`config.mk`:
```
export PLATFORM = sky130hd
export DESIGN_NAME = sram_arbiter
export DESIGN_NICKNAME = d
export VERILOG_FILES = /design/src/rtl/sram_arbiter.sv
export SDC_FILE = /design/constraint.sdc
export NUM_CORES = 1
export LEC_CHECK = 0
export ABC_AREA = 1
export ABC_CLOCK_PERIOD_IN_PS = 2900
export CORE_AREA = 2 2 114 116
export DETAILED_ROUTE_END_ITERATION = 16
export DIE_AREA = 0 0 116 118
export PLACE_DENSITY = 0.65
export SLEW_MARGIN = 5
export SYNTH_ARGS = -nofsm -noshare
export SYNTH_HDL_FRONTEND = slang
export SYNTH_SLANG_ARGS = --single-unit
```
`constraint.sdc`:
```
create_clock -name clk -period 2.9 [get_ports clk]
set_input_delay 0.87 -clock clk [delete_from_list [all_inputs] [get_ports clk]]
set_output_delay 0.87 -clock clk [all_outputs]
set_load 0.005 [all_outputs]
```
`src/rtl/sram_arbiter.sv`:
```
// -----------------------------------------------------------------------------
// sram_arbiter
//
// Purpose:
//   Shares one single-ported SRAM between an instruction-fetch port (read
//   only) and a data port (read/write). Grants are decided combinationally in
//   the request cycle. The data port normally wins. The fetch port is forced
//   through once it has been denied STARVE_LIMIT consecutive cycles. Read data
//   returns one cycle after the grant, which matches the SRAM's one-cycle
//   read latency.
//
// Handshake:
//   A request is accepted in a cycle when its gnt is high in that cycle. The
//   requester must hold req/addr/data stable until it sees gnt. For a read,
//   the matching rvalid pulses for exactly one cycle, one cycle after gnt,
//   and rdata is valid only while rvalid is high (it is 0 otherwise). A write
//   never produces an rvalid. A new grant may be issued every cycle.
//
// Ports:
//   clk, rst                 single clock, synchronous active-high reset
//   if_req/if_addr           fetch request and byte address
//   if_gnt/if_rvalid/if_rdata  fetch accept, read-valid and read data
//   dm_req/dm_w_en/dm_addr/dm_wdata  data request (w_en==0 means read)
//   dm_gnt/dm_rvalid/dm_rdata  data accept, read-valid and read data
//   sram_w_en/sram_addr/sram_wdata/sram_rdata  shared SRAM port
//   if_stall_cnt/dm_stall_cnt  per-port denied-cycle counters
//   dbg_last_op              current FSM state (last_op), for observation
//
// Configuration:
//   SRAM_ARB_STATS_EN  when defined, the stall counters are live. Each one
//                      counts the cycles in which its port requested but was
//                      not granted, and wraps at 2^32. When not defined,
//                      both counter outputs are tied to 0.
// -----------------------------------------------------------------------------
module sram_arbiter #(
   parameter int STARVE_LIMIT = 4
) (
   input  logic        clk,
   input  logic        rst,
   input  logic        if_req,
   input  logic [15:0] if_addr,
   output logic        if_gnt,
   output logic        if_rvalid,
   output logic [31:0] if_rdata,
   input  logic        dm_req,
   input  logic [3:0]  dm_w_en,
   input  logic [15:0] dm_addr,
   input  logic [31:0] dm_wdata,
   output logic        dm_gnt,
   output logic        dm_rvalid,
   output logic [31:0] dm_rdata,
   output logic [3:0]  sram_w_en,
   output logic [15:0] sram_addr,
   output logic [31:0] sram_wdata,
   input  logic [31:0] sram_rdata,
   output logic [31:0] if_stall_cnt,
   output logic [31:0] dm_stall_cnt,
   output logic [1:0]  dbg_last_op
);

   typedef enum logic [1:0] {
      S_IDLE  = 2'd0,
      S_IF_RD = 2'd1,
      S_DM_RD = 2'd2,
      S_DM_WR = 2'd3
   } op_t;

   localparam int CW = (STARVE_LIMIT < 1) ? 1 : $clog2(STARVE_LIMIT + 1);
   localparam logic [CW-1:0] LIMIT = CW'(STARVE_LIMIT);

   op_t           last_op;
   op_t           next_op;
   logic [CW-1:0] starve_cnt;
   logic          if_force;

   // The fetch port is forced through once it has waited the full limit.
   assign if_force = if_req && (starve_cnt == LIMIT);

   // Grant decision and SRAM port mux. Everything is held idle during reset.
   always_comb begin
      if_gnt     = 1'b0;
      dm_gnt     = 1'b0;
      sram_w_en  = 4'b0000;
      sram_addr  = if_addr;
      sram_wdata = 32'h0;
      next_op    = S_IDLE;
      if (!rst) begin
         if (dm_req && !if_force) begin
            dm_gnt     = 1'b1;
            sram_addr  = dm_addr;
            sram_w_en  = dm_w_en;
            sram_wdata = dm_wdata;
            next_op    = (dm_w_en != 4'b0000) ? S_DM_WR : S_DM_RD;
         end else if (if_req) begin
            if_gnt  = 1'b1;
            next_op = S_IF_RD;
         end
      end
   end

   always_ff @(posedge clk) begin
      if (rst) begin
         last_op <= S_IDLE;
      end else begin
         last_op <= next_op;
      end
   end

   // Counts consecutive denied fetch cycles. It saturates at the limit, and
   // the forced grant then clears it.
   always_ff @(posedge clk) begin
      if (rst || !if_req || if_gnt) begin
         starve_cnt <= '0;
      end else if (starve_cnt != LIMIT) begin
         starve_cnt <= starve_cnt + 1'b1;
      end
   end

   // Read data from the SRAM arrives in the cycle after the grant. Gating
   // with rst drops a read response that falls into a reset cycle.
   assign if_rvalid   = !rst && (last_op == S_IF_RD);
   assign dm_rvalid   = !rst && (last_op == S_DM_RD);
   assign if_rdata    = if_rvalid ? sram_rdata : 32'h0;
   assign dm_rdata    = dm_rvalid ? sram_rdata : 32'h0;
   assign dbg_last_op = last_op;

`ifdef SRAM_ARB_STATS_EN
   logic [31:0] if_stall_q;
   logic [31:0] dm_stall_q;

   always_ff @(posedge clk) begin
      if (rst) begin
         if_stall_q <= 32'h0;
         dm_stall_q <= 32'h0;
      end else begin
         if (if_req && !if_gnt) if_stall_q <= if_stall_q + 32'h1;
         if (dm_req && !dm_gnt) dm_stall_q <= dm_stall_q + 32'h1;
      end
   end

   assign if_stall_cnt = if_stall_q;
   assign dm_stall_cnt = dm_stall_q;
`else
   assign if_stall_cnt = 32'h0;
   assign dm_stall_cnt = 32'h0;
`endif

endmodule

```
==> results.yml <==
global_routing:
  antenna_found_initial: 0
  overflow: 0
  grt_start_max_net_pins: 16
  grt_pass1_vias: 2338
  grt_pass1_wl_mm: 11.7
  grt_usage_pct: 10.4
yosys:
  synth_top_area_share_pct: 29.6
  ys_ff_latch: 5
  synth_xor_area_share_pct: 1.02
  synth_top_family_by_area: "buffers and inverters"
  synth-seq-area-share_pct: 5.81
  syn_area_mm2: 0.00172
  synth-warning-count: 0
  yosys.area.top_type: "buf_4"
  synth.mux.area_fraction_pct: 0
  synthCells: 334
  yosysUniqueCellTypes: 15
  synth-compound-area-share_pct: 0.581
  yosys.area_share.adder_pct: 1.45
  synth_area_leaders: "buf_4, nor2_1, inv_1"
  synth-simple-area-share_pct: 40.3
  synth.avg_cell_area_um2: 5.16
cts:
  numCtsBuffers: 3
  cts_hold_buffers: 0
  cts_tree: "yes"
  clk_pin_slew_ns: 0.03
  numClockSinks: 5
  cts-root-buf: "clkbuf_16"
  clock_latency_ns: 0.22
  cts.htree.levels: 1
  cts_buffer_depth: 2
timing:
  holdWs_ns: 0.511
  fmax_ghz: 0.350
  final_hold_viol_count: 0
  setup_viol: 0
  period_share_pct: 98.4
  slew_violations: 0
  rsz0062_at_grt: "true"
  min_period_ns: 2.85
  skew_ns: 0.000825
detailed_routing:
  drtIter0Drc: 35
  routedWlPerCell_um: 10.1
  wirelength_mm: 7.75
  antenna_left: 0
  dr_total_vias: 2548
  dr.pass1.iters: 4
  viasPerCell: 3.33
  drc: 0
power:
  p_switching_w: 0.000212
  ir_worst_vdd_v: 0.000171
  swShare_pct: 28.6
  leakagePower_nw: 2.70
  p_per_area_mw_per_mm2: 174
  p_int_w: 0.000530
  power_frac_clock_pct: 30.1
  power_frac_comb_pct: 60.0
  p_seq_share_pct: 10.0
placed_design:
  placed_cells: 739
  finalWeightedCongestion: 0.712
  port_buffers: 225
  dpl.hpwl_mm: 6.29
min_path:
  hp-class: "flop to flop"
run:
  maxCapViolations: 0
worst_setup_path:
  path_class: "input port to primary output"
  cp-end-kind: "primary output"
  crit_family: "buffers and inverters"
  cp.required_ns: 2.03
  path_cells: "clkdlybuf4s50_1 -> inv_1 -> nor2_1 -> clkdlybuf4s50_1"
  cp-start-kind: "input port"
  crit_buf_inv: 3
  cp_slowest_stage_delay_ns: 0.51
  crit_top_cell: "clkdlybuf4s50_1"
  cp_max_fo: 2
  arrival_ns: 1.98
  timing.critical_path.slowest_stage_cell: "clkdlybuf4s50_1"
floorplan:
  rows: 41
  ios: 290
  start_util_pct: 13.9
  chipWidth_um: 116
  core-area_mm2: 0.0124
  die_h_um: 118
  dieArea_mm2: 0.0137
finish:
  syn2layout_area_growth_pct: 148
  diodes: 0
  drive_gt1_share_pct: 18.0
  layout.nets: 701
  mostFrequentLayoutCells: "clkdlybuf4s50_1, nor2_1, inv_1"
  final_cells: 766
  fillers: 1393
  mostFrequentLayoutCell: "clkdlybuf4s50_1"
status:
  status: "completed"
[routing by layer]
layer / global-route usage (%) / share of wire [%] / up-vias
li1: - / - / 1348
met1: 12.1 / 39 / 1063
met2: 19.8 / 52 / 137
met3: 2.27 / 9.3 / 0
met4: 0.744 / 0 / 0
met5: 0 / 0 / -
[cell type report]
type	instances	area, um2	area share [%]
timing repair buffer	273	2570	60.2
multi-input combinational	235	1010	23.7
inverter	77	292	6.82
tap	172	215	5.04
sequential	5	100	2.34
clock buffer	4	78.8	1.85
[final timing paths]
path / to / depth (start not counted) / startpoint / slack [ns]
setup / recovery: if_rdata[22] / 4 / sram_rdata[22] / 0.05
hold / removal: starve_cnt[1] / 2 / starve_cnt[1] / 0.51
setup reg to reg: dbg_last_op[0] / 7 / starve_cnt[0] / 1.52
hold reg to reg: starve_cnt[1] / 2 / starve_cnt[1] / 0.51
[power groups by stage]
stage	Clock, W	Combinational, W	Sequential [W]
after floorplan	0	0.000191	0.0000744
after global placement	0	0.000442	0.0000745
after detailed placement	0	0.000442	0.0000746
after CTS	0.000229	0.000451	0.0000741
after global routing	0.000237	0.000491	0.0000743
final	0.000223	0.000445	0.0000740
[timing repair]
action / CTS / global route
cloned: 5 / 0
hold endpoints to repair: 0 / 0
pin swaps: 3 / 1
buffers inserted: 20 / 0
endpoints found under the setup margin: 120 / 9
gates resized for setup: 274 / 10
[logic make-up (layout without fill, tap and decap cells)]
family          count (synthesis)  in the layout
fa+ha+maj                       2              2
simple gates                  165            165
compound gates                  2              2
flops                           5              5
buf+inv                       157            354
xor+xnor                        2              2
other cells                     1             64
[worst register-to-register path, cell delays in order (launching register included)]
cell	delay, ns
dfxtp_1	0.30
inv_1	0.08
ha_1	0.24
nand3_4	0.12
buf_4	0.16
buf_4	0.14
nand4_1	0.13
nand2_1	0.08
[flip-flops by register name, indices dropped and copies added, names as in the netlist]
register / cells
starve_cnt: 3
dbg_last_op: 2
[per-stage QoR]
stage,power [W],utilization [%],TNS [ns],area (um2),setup WS (ns)
floorplan,0.000265,-,0,1960,0.517
detailed placement,0.000516,33.1,-51.14,4110,-0.508
global route,0.000802,34.4,-0.000689,4270,-0.000689
finish,0.000742,34.4,0,4270,0.0459
CTS,0.000755,34.3,0,4260,0.0134
global placement,0.000516,33.1,-49.42,4110,-0.479
[synthesized netlist by cell type]
master and n:
ha_1 2, dfxtp_1 5, nand3_1 3, inv_1 77, xnor2_1 1, xor2_1 1, nand2_1 38, nand4_1 18
nand3_4 2, buf_2 10, a21oi_1 2, buf_6 2, buf_4 68, conb_1 1, nor2_1 104
Power figures use the tool's default switching activity.
